`config.mk`:
```
export PLATFORM = sky130hd
export DESIGN_NAME = dmem_responder_flat
export DESIGN_NICKNAME = d
export VERILOG_FILES = /design/src/rtl/dmem_responder_if.sv /design/src/rtl/dmem_responder.sv /design/src/flat_wrapper.sv
export SDC_FILE = /design/constraint.sdc
export NUM_CORES = 2
export LEC_CHECK = 0
export BUFFER_PORTS_ARGS = -buffer_cell sky130_fd_sc_hd__buf_2
export CORE_MARGIN = 1.5
export CORE_UTILIZATION = 62
export CTS_CLUSTER_DIAMETER = 120
export DETAILED_ROUTE_END_ITERATION = 10
export GPL_ROUTABILITY_DRIVEN = 0
export GPL_TIMING_DRIVEN = 0
export PLACE_DENSITY = 0.78
export SETUP_SLACK_MARGIN = 0.3
export SLEW_MARGIN = 25
export SYNTH_ARGS = -nofsm -noshare
export SYNTH_HDL_FRONTEND = slang
export SYNTH_SLANG_ARGS = --single-unit
```
`constraint.sdc`:
```
create_clock -name clock -period 9.8 [get_ports clock]
set_input_delay 0.98 -clock clock [delete_from_list [all_inputs] [get_ports clock]]
set_output_delay 0.98 -clock clock [all_outputs]
set_load 0.01 [all_outputs]
```
`src/rtl/dmem_responder_if.sv`:
```
// Request/response bus between the pipeline MEM stage (master) and dmem_responder (slave).
interface dmem_responder_if;
    logic        req_valid;
    logic        req_ready;
    logic        req_write;
    logic [15:0] req_addr;
    logic [15:0] req_wdata;
    logic        rsp_valid;
    logic        rsp_ready;
    logic [15:0] rsp_rdata;
    logic        rsp_err;

    modport master (
        output req_valid, req_write, req_addr, req_wdata, rsp_ready,
        input  req_ready, rsp_valid, rsp_rdata, rsp_err
    );

    modport slave (
        input  req_valid, req_write, req_addr, req_wdata, rsp_ready,
        output req_ready, rsp_valid, rsp_rdata, rsp_err
    );
endinterface

```
`src/rtl/dmem_responder.sv`:
```
// Wait-stated 16-bit data memory responder: IDLE -> (WAIT) -> RESP handshake FSM.
// Define DMEM_WAIT_EN to enable the WAIT state and WAIT_CYCLES counter; otherwise latency is 1.
module dmem_responder #(
    parameter int DEPTH       = 256,
    parameter int WAIT_CYCLES = 2
) (
    input  logic            clock,
    input  logic            reset_n,
    dmem_responder_if.slave bus
);
    localparam int          AW      = (DEPTH > 1) ? $clog2(DEPTH) : 1;
    localparam logic [16:0] DEPTH_W = 17'(DEPTH);

    if (WAIT_CYCLES < 0 || WAIT_CYCLES > 15) begin : g_bad_wait
        $error("dmem_responder: WAIT_CYCLES must be in 0..15");
    end

`ifdef DMEM_WAIT_EN
    typedef enum logic [1:0] {IDLE = 2'd0, WAIT = 2'd1, RESP = 2'd2} state_e;
    localparam logic [3:0] WAIT_LD = 4'(WAIT_CYCLES);
`else
    typedef enum logic [1:0] {IDLE = 2'd0, RESP = 2'd2} state_e;
`endif

    state_e        state_q, state_d;
    logic          commit;
    logic          acc_write;
    logic          acc_err;
    logic [15:0]   acc_addr;
    logic [15:0]   acc_wdata;
    logic [AW-1:0] acc_idx;
    logic [15:0]   rdata_q, rdata_d;
    logic          err_q, err_d;
    logic [15:0]   mem [DEPTH];

`ifdef DMEM_WAIT_EN
    logic [3:0]  cnt_q, cnt_d;
    logic        wr_q;
    logic [15:0] addr_q;
    logic [15:0] wdata_q;

    // With zero wait states the access commits on the accept edge, so take the live inputs.
    assign acc_write = (state_q == IDLE) ? bus.req_write : wr_q;
    assign acc_addr  = (state_q == IDLE) ? bus.req_addr  : addr_q;
    assign acc_wdata = (state_q == IDLE) ? bus.req_wdata : wdata_q;
`else
    assign acc_write = bus.req_write;
    assign acc_addr  = bus.req_addr;
    assign acc_wdata = bus.req_wdata;
`endif

    assign acc_idx = acc_addr[AW:1];
    assign acc_err = acc_addr[0] | ({2'b00, acc_addr[15:1]} >= DEPTH_W);

    always_comb begin
        // NOTE: every combinational output gets a default first so no path infers a latch.
        state_d       = state_q;
        commit        = 1'b0;
        bus.req_ready = 1'b0;
        bus.rsp_valid = 1'b0;
`ifdef DMEM_WAIT_EN
        cnt_d         = cnt_q;
`endif
        case (state_q)
            IDLE: begin
                bus.req_ready = reset_n;
                if (bus.req_valid) begin
`ifdef DMEM_WAIT_EN
                    if (WAIT_LD == 4'd0) begin
                        state_d = RESP;
                        commit  = 1'b1;
                    end else begin
                        state_d = WAIT;
                        cnt_d   = WAIT_LD;
                    end
`else
                    state_d = RESP;
                    commit  = 1'b1;
`endif
                end
            end
`ifdef DMEM_WAIT_EN
            WAIT: begin
                if (cnt_q <= 4'd1) begin
                    state_d = RESP;
                    commit  = 1'b1;
                    cnt_d   = 4'd0;
                end else begin
                    cnt_d = cnt_q - 4'd1;
                end
            end
`endif
            RESP: begin
                bus.rsp_valid = 1'b1;
                if (bus.rsp_ready) begin
                    state_d = IDLE;
                end
            end
            default: state_d = IDLE;
        endcase
    end

    always_comb begin
        rdata_d = rdata_q;
        err_d   = err_q;
        if (commit) begin
            err_d   = acc_err;
            rdata_d = (acc_err || acc_write) ? 16'h0000 : mem[acc_idx];
        end
    end

    always_ff @(posedge clock) begin
        // NOTE: registers use <= so every flop samples the pre-edge values.
        if (!reset_n) begin
            state_q <= IDLE;
            rdata_q <= 16'h0000;
            err_q   <= 1'b0;
`ifdef DMEM_WAIT_EN
            cnt_q   <= 4'd0;
`endif
        end else begin
            state_q <= state_d;
            rdata_q <= rdata_d;
            err_q   <= err_d;
`ifdef DMEM_WAIT_EN
            cnt_q   <= cnt_d;
`endif
        end
    end

`ifdef DMEM_WAIT_EN
    always_ff @(posedge clock) begin
        if (state_q == IDLE && bus.req_valid) begin
            wr_q    <= bus.req_write;
            addr_q  <= bus.req_addr;
            wdata_q <= bus.req_wdata;
        end
    end
`endif

    // NOTE: the array has no reset; contents must survive reset, and a reset in WAIT blocks the write.
    always_ff @(posedge clock) begin
        if (reset_n && commit && acc_write && !acc_err) begin
            mem[acc_idx] <= acc_wdata;
        end
    end

    assign bus.rsp_rdata = rdata_q;
    assign bus.rsp_err   = err_q;
endmodule

```
`src/flat_wrapper.sv`:
```
// flat-port wrapper written by rule: the top's interface ports become plain ports
module dmem_responder_flat 
#(
    parameter int DEPTH       = 256,
    parameter int WAIT_CYCLES = 2
)
  (clock, reset_n, bus_req_valid, bus_req_write, bus_req_addr, bus_req_wdata, bus_rsp_ready, bus_req_ready, bus_rsp_valid, bus_rsp_rdata, bus_rsp_err);
  dmem_responder_if bus_i ();
  input  logic clock;
  input  logic reset_n;
  input wire logic [$bits(bus_i.req_valid)-1:0] bus_req_valid;
  input wire logic [$bits(bus_i.req_write)-1:0] bus_req_write;
  input wire logic [$bits(bus_i.req_addr)-1:0] bus_req_addr;
  input wire logic [$bits(bus_i.req_wdata)-1:0] bus_req_wdata;
  input wire logic [$bits(bus_i.rsp_ready)-1:0] bus_rsp_ready;
  output wire logic [$bits(bus_i.req_ready)-1:0] bus_req_ready;
  output wire logic [$bits(bus_i.rsp_valid)-1:0] bus_rsp_valid;
  output wire logic [$bits(bus_i.rsp_rdata)-1:0] bus_rsp_rdata;
  output wire logic [$bits(bus_i.rsp_err)-1:0] bus_rsp_err;
  assign bus_i.req_valid = bus_req_valid;
  assign bus_i.req_write = bus_req_write;
  assign bus_i.req_addr = bus_req_addr;
  assign bus_i.req_wdata = bus_req_wdata;
  assign bus_i.rsp_ready = bus_rsp_ready;
  assign bus_req_ready = bus_i.req_ready;
  assign bus_rsp_valid = bus_i.rsp_valid;
  assign bus_rsp_rdata = bus_i.rsp_rdata;
  assign bus_rsp_err = bus_i.rsp_err;
  dmem_responder #(.DEPTH(DEPTH), .WAIT_CYCLES(WAIT_CYCLES)) u_core (.clock(clock), .reset_n(reset_n), .bus(bus_i));
endmodule
```
==> results.yml <==
power:
  cellLeakagePower_uw: 0.05751
  swShare: 0.2174
  seq_power_share: 0.530
  power_report.internal_total_uw: 28570
  power_density_mw_per_mm2: 202.8
  clockPowerShare: 0.417
  power.combinational.fraction: 0.053
  vdd_drop_max_mv: 0.2304
  p_sw_uw: 7937
yosys:
  edff_count_synth: 4096
  synth.distinct_cells: 55
  sequential_cell_area_fraction_in_the_yosys_report: 0.7793
  mappedNetlistNets: 7407
  postSynth.asyncResetShare: 0
  synth-main-ff-cell: "edfxtp_1"
  count_of_state_elements_after_synthesis: 4114
  syn_area_sq_mm: 0.1583
  post_synth.cell_area_avg_sq_um: 21.48
  synth_cells: 7370
  yosysWarningCount: 0
clock_network:
  tritoncts: "built"
  htree_levels: 5
  clock-sinks: 4114
  ctsRootBufferMaster: "clkbuf_16"
  post_cts_setup_buffers: 0
  cts-root-to-sink-buffers: 4
  total_clock_buffers_created_by_cts: 404
  clk_pin_slew_worst_paths_ns: 0.06
  cts_resized: 0
  clk_latency_ns: 1.02
  hold_buffers: 0
die:
  io-pin-count: 56
  die_area_sq_mm: 0.2584
  die-width_um: 508.3
  fp-row-count: 185
  fp.dieH_um: 508.3
  floorplan_core_area_sq_mm: 0.2539
  initial_core_util: 0.6234
grt:
  track_usage: 0.3739
  antenna_found_initial: 37
  grt-ovfl-total: 0
  largest_net_degree_at_the_start_of_global_routing: 137
  grt_first_pass_wirelength_um: 659400
  first_global_vias: 85340
job:
  maxCapViolCount: 0
placement:
  dp.final_hpwl_um: 305600
  pre_cts_slack_ns: 3.338
  numPortBuffers: 52
cells_and_area:
  fillerInstances: 13884
  syn_to_final_growth_pct: 13.70
  storage_element_area_sq_mm: 0.1234
  multi_input_comb_area_sq_mm: 0.03322
  num-nets-final: 8103
  drive_gt1_frac: 0.2667
drt:
  drt-initial-drc-count: 15765
  dr_total_vias: 87201
  drt-vias-per-instance: 7.413
  drt_first_pass_iters: 9
  drt_drc_violations_left: 0
  detail_route.wl_per_cell_um: 40.97
  drt-total-wl_um: 482000
  antenna_left: 0
worst_setup_path:
  crit_path_start_kind: "input pin"
  data_required_time_of_the_worst_path_ns: 10.43
  reg2regPathDepth: 6
  criticalPathCategory: "input pin to flip-flop"
  cp-end-kind: "flip-flop"
  crit_path_arrival_time_ns: 6.49
  crit_fanout: 16
sta:
  fmaxAchievable_mhz: 170.7
  slew-limit-headroom: 0.1035
  finalClockSkew_ns: 0.08337
  setup_repair_after_global_routing_missed_its_margin: "no"
  worst-slew-pin-transition_ns: 1.345
  setup_viol: 0
  fin_setup_tns_ns: 0
  setup_slack_ns: 3.940
  fin_crit_ns: 5.860
  final_min_period_over_clock_period: 0.5979
  maxSlewViolCount: 0
  report.final.hold_viol_count: 0
worst_hold_path:
  worst_hold_path.num_cells: 2
  min-delay-path-class: "input pin to flip-flop"
run_status:
  status: "complete, no violations"
## metrics by stage
stage | instance area [sq um] | hold WS (ns) | power, uW | std cells | util
floorplan | 158300 | 0.5347 | 20570 | 7370 | -
global placement | 162800 | 0.5068 | 21500 | 10788 | 0.6410
detailed placement | 167200 | 0.5064 | 21540 | 11026 | 0.6585
CTS | 179900 | 0.1918 | 36330 | 11740 | 0.7085
global route | 179900 | 0.2206 | 37060 | 11744 | 0.7086
finish | 180000 | 0.2233 | 36500 | 11763 | 0.7088
## critical path, cell delays in order
cell	delay (ns)
buf_2	0.46
buf_2	0.38
buf_4	0.36
inv_2	0.10
clkbuf_2	0.54
nor2_2	0.78
buf_2	0.39
nand3_1	0.77
clkbuf_2	0.59
buf_16	0.30
nor2_2	0.74
## cell usage in the layout, fill, tap and decap left out, types with 34 or more instances in the layout
cell type and count:
a21oi_1 146, clkbuf_1 219, clkinv_1 92, edfxtp_1 4096, clkbuf_16 411, a22oi_1 273, mux4_2 816, clkinv_2 63
buf_6 186, nand2_1 42, nor2_2 247, buf_16 38, a22o_1 34, mux2i_1 511, o22ai_1 61, buf_4 99
bufinv_16 38, buf_2 176, and3_1 83, o211ai_1 34, buf_8 60, nor2_1 69, nand3_1 119
## cells by family after synthesis
| family | synth area share |
|---|---|
| compound gates | 0.03586 |
| simple gates | 0.02061 |
| buf+inv | 0.01586 |
| flops | 0.7793 |
| mux | 0.1484 |
## sequential cells by signal, summed over array words and instances (netlist names)
| signal | flops |
|---|---|
| u_core.mem | 4096 |
| u_core.state_q | 1 |
| u_core.bus.rsp_rdata | 16 |
| u_core.bus.rsp_err | 1 |
## path summary, 6_finish.rpt
check | from | end | slack, ns
setup / recovery | bus_req_addr[4] | u_core.mem[107][5] | 3.94
hold / removal | bus_req_valid | u_core.state_q[1] | 0.22
setup reg to reg | u_core.state_q[1] | u_core.mem[188][7] | 5.25
hold reg to reg | u_core.bus.rsp_err | u_core.bus.rsp_err | 0.52
## Yosys cell counts (33+ instances only)
cell type	number	share of area
a22o_1	34	0.0019
mux4_2	816	0.12
nand2_1	45	0.0011
nor3_1	34	0.0011
buf_4	99	0.0047
mux2i_1	511	0.032
a21oi_1	146	0.0046
buf_2	138	0.0044
clkbuf_1	164	0.0039
and3_1	83	0.0033
nor2_1	326	0.0077
a22oi_1	273	0.013
edfxtp_1	4096	0.78
a221oi_1	33	0.0018
nand4_1	33	0.0013
o22ai_1	61	0.0024
nand3_1	121	0.0038
o211ai_1	34	0.0016
## power by group through the flow
stage | sequential, uW | combinational, uW | clock (uW)
final | 19300 | 1950 | 15200
after global routing | 19300 | 1940 | 15800
after CTS | 19300 | 1850 | 15100
after detailed placement | 19700 | 1820 | 0
after global placement | 19800 | 1700 | 0
after floorplan | 19700 | 855 | 0
## final cells by class
class                   instances  area share
repair buffers                290     0.02163
clock buffers                 492     0.05883
clock inverters               222     0.01169
inverters                       5   0.0001043
flip-flops and latches       4114      0.6854
diodes                         23   0.0003198
multi-input cells            2798      0.1846
plain buffers                 453     0.01408
well taps                    3366     0.02340
## per-layer routing
layer	vias up	GRT usage	wire length [um]
met1	44468	0.4648	152200
met3	1803	0.1497	75210
li1	32519	-	-
met4	32	0.2401	38690
met5	-	0.002222	314
met2	8379	0.5500	215600
Note: power is estimated with default switching activity, not from simulation.
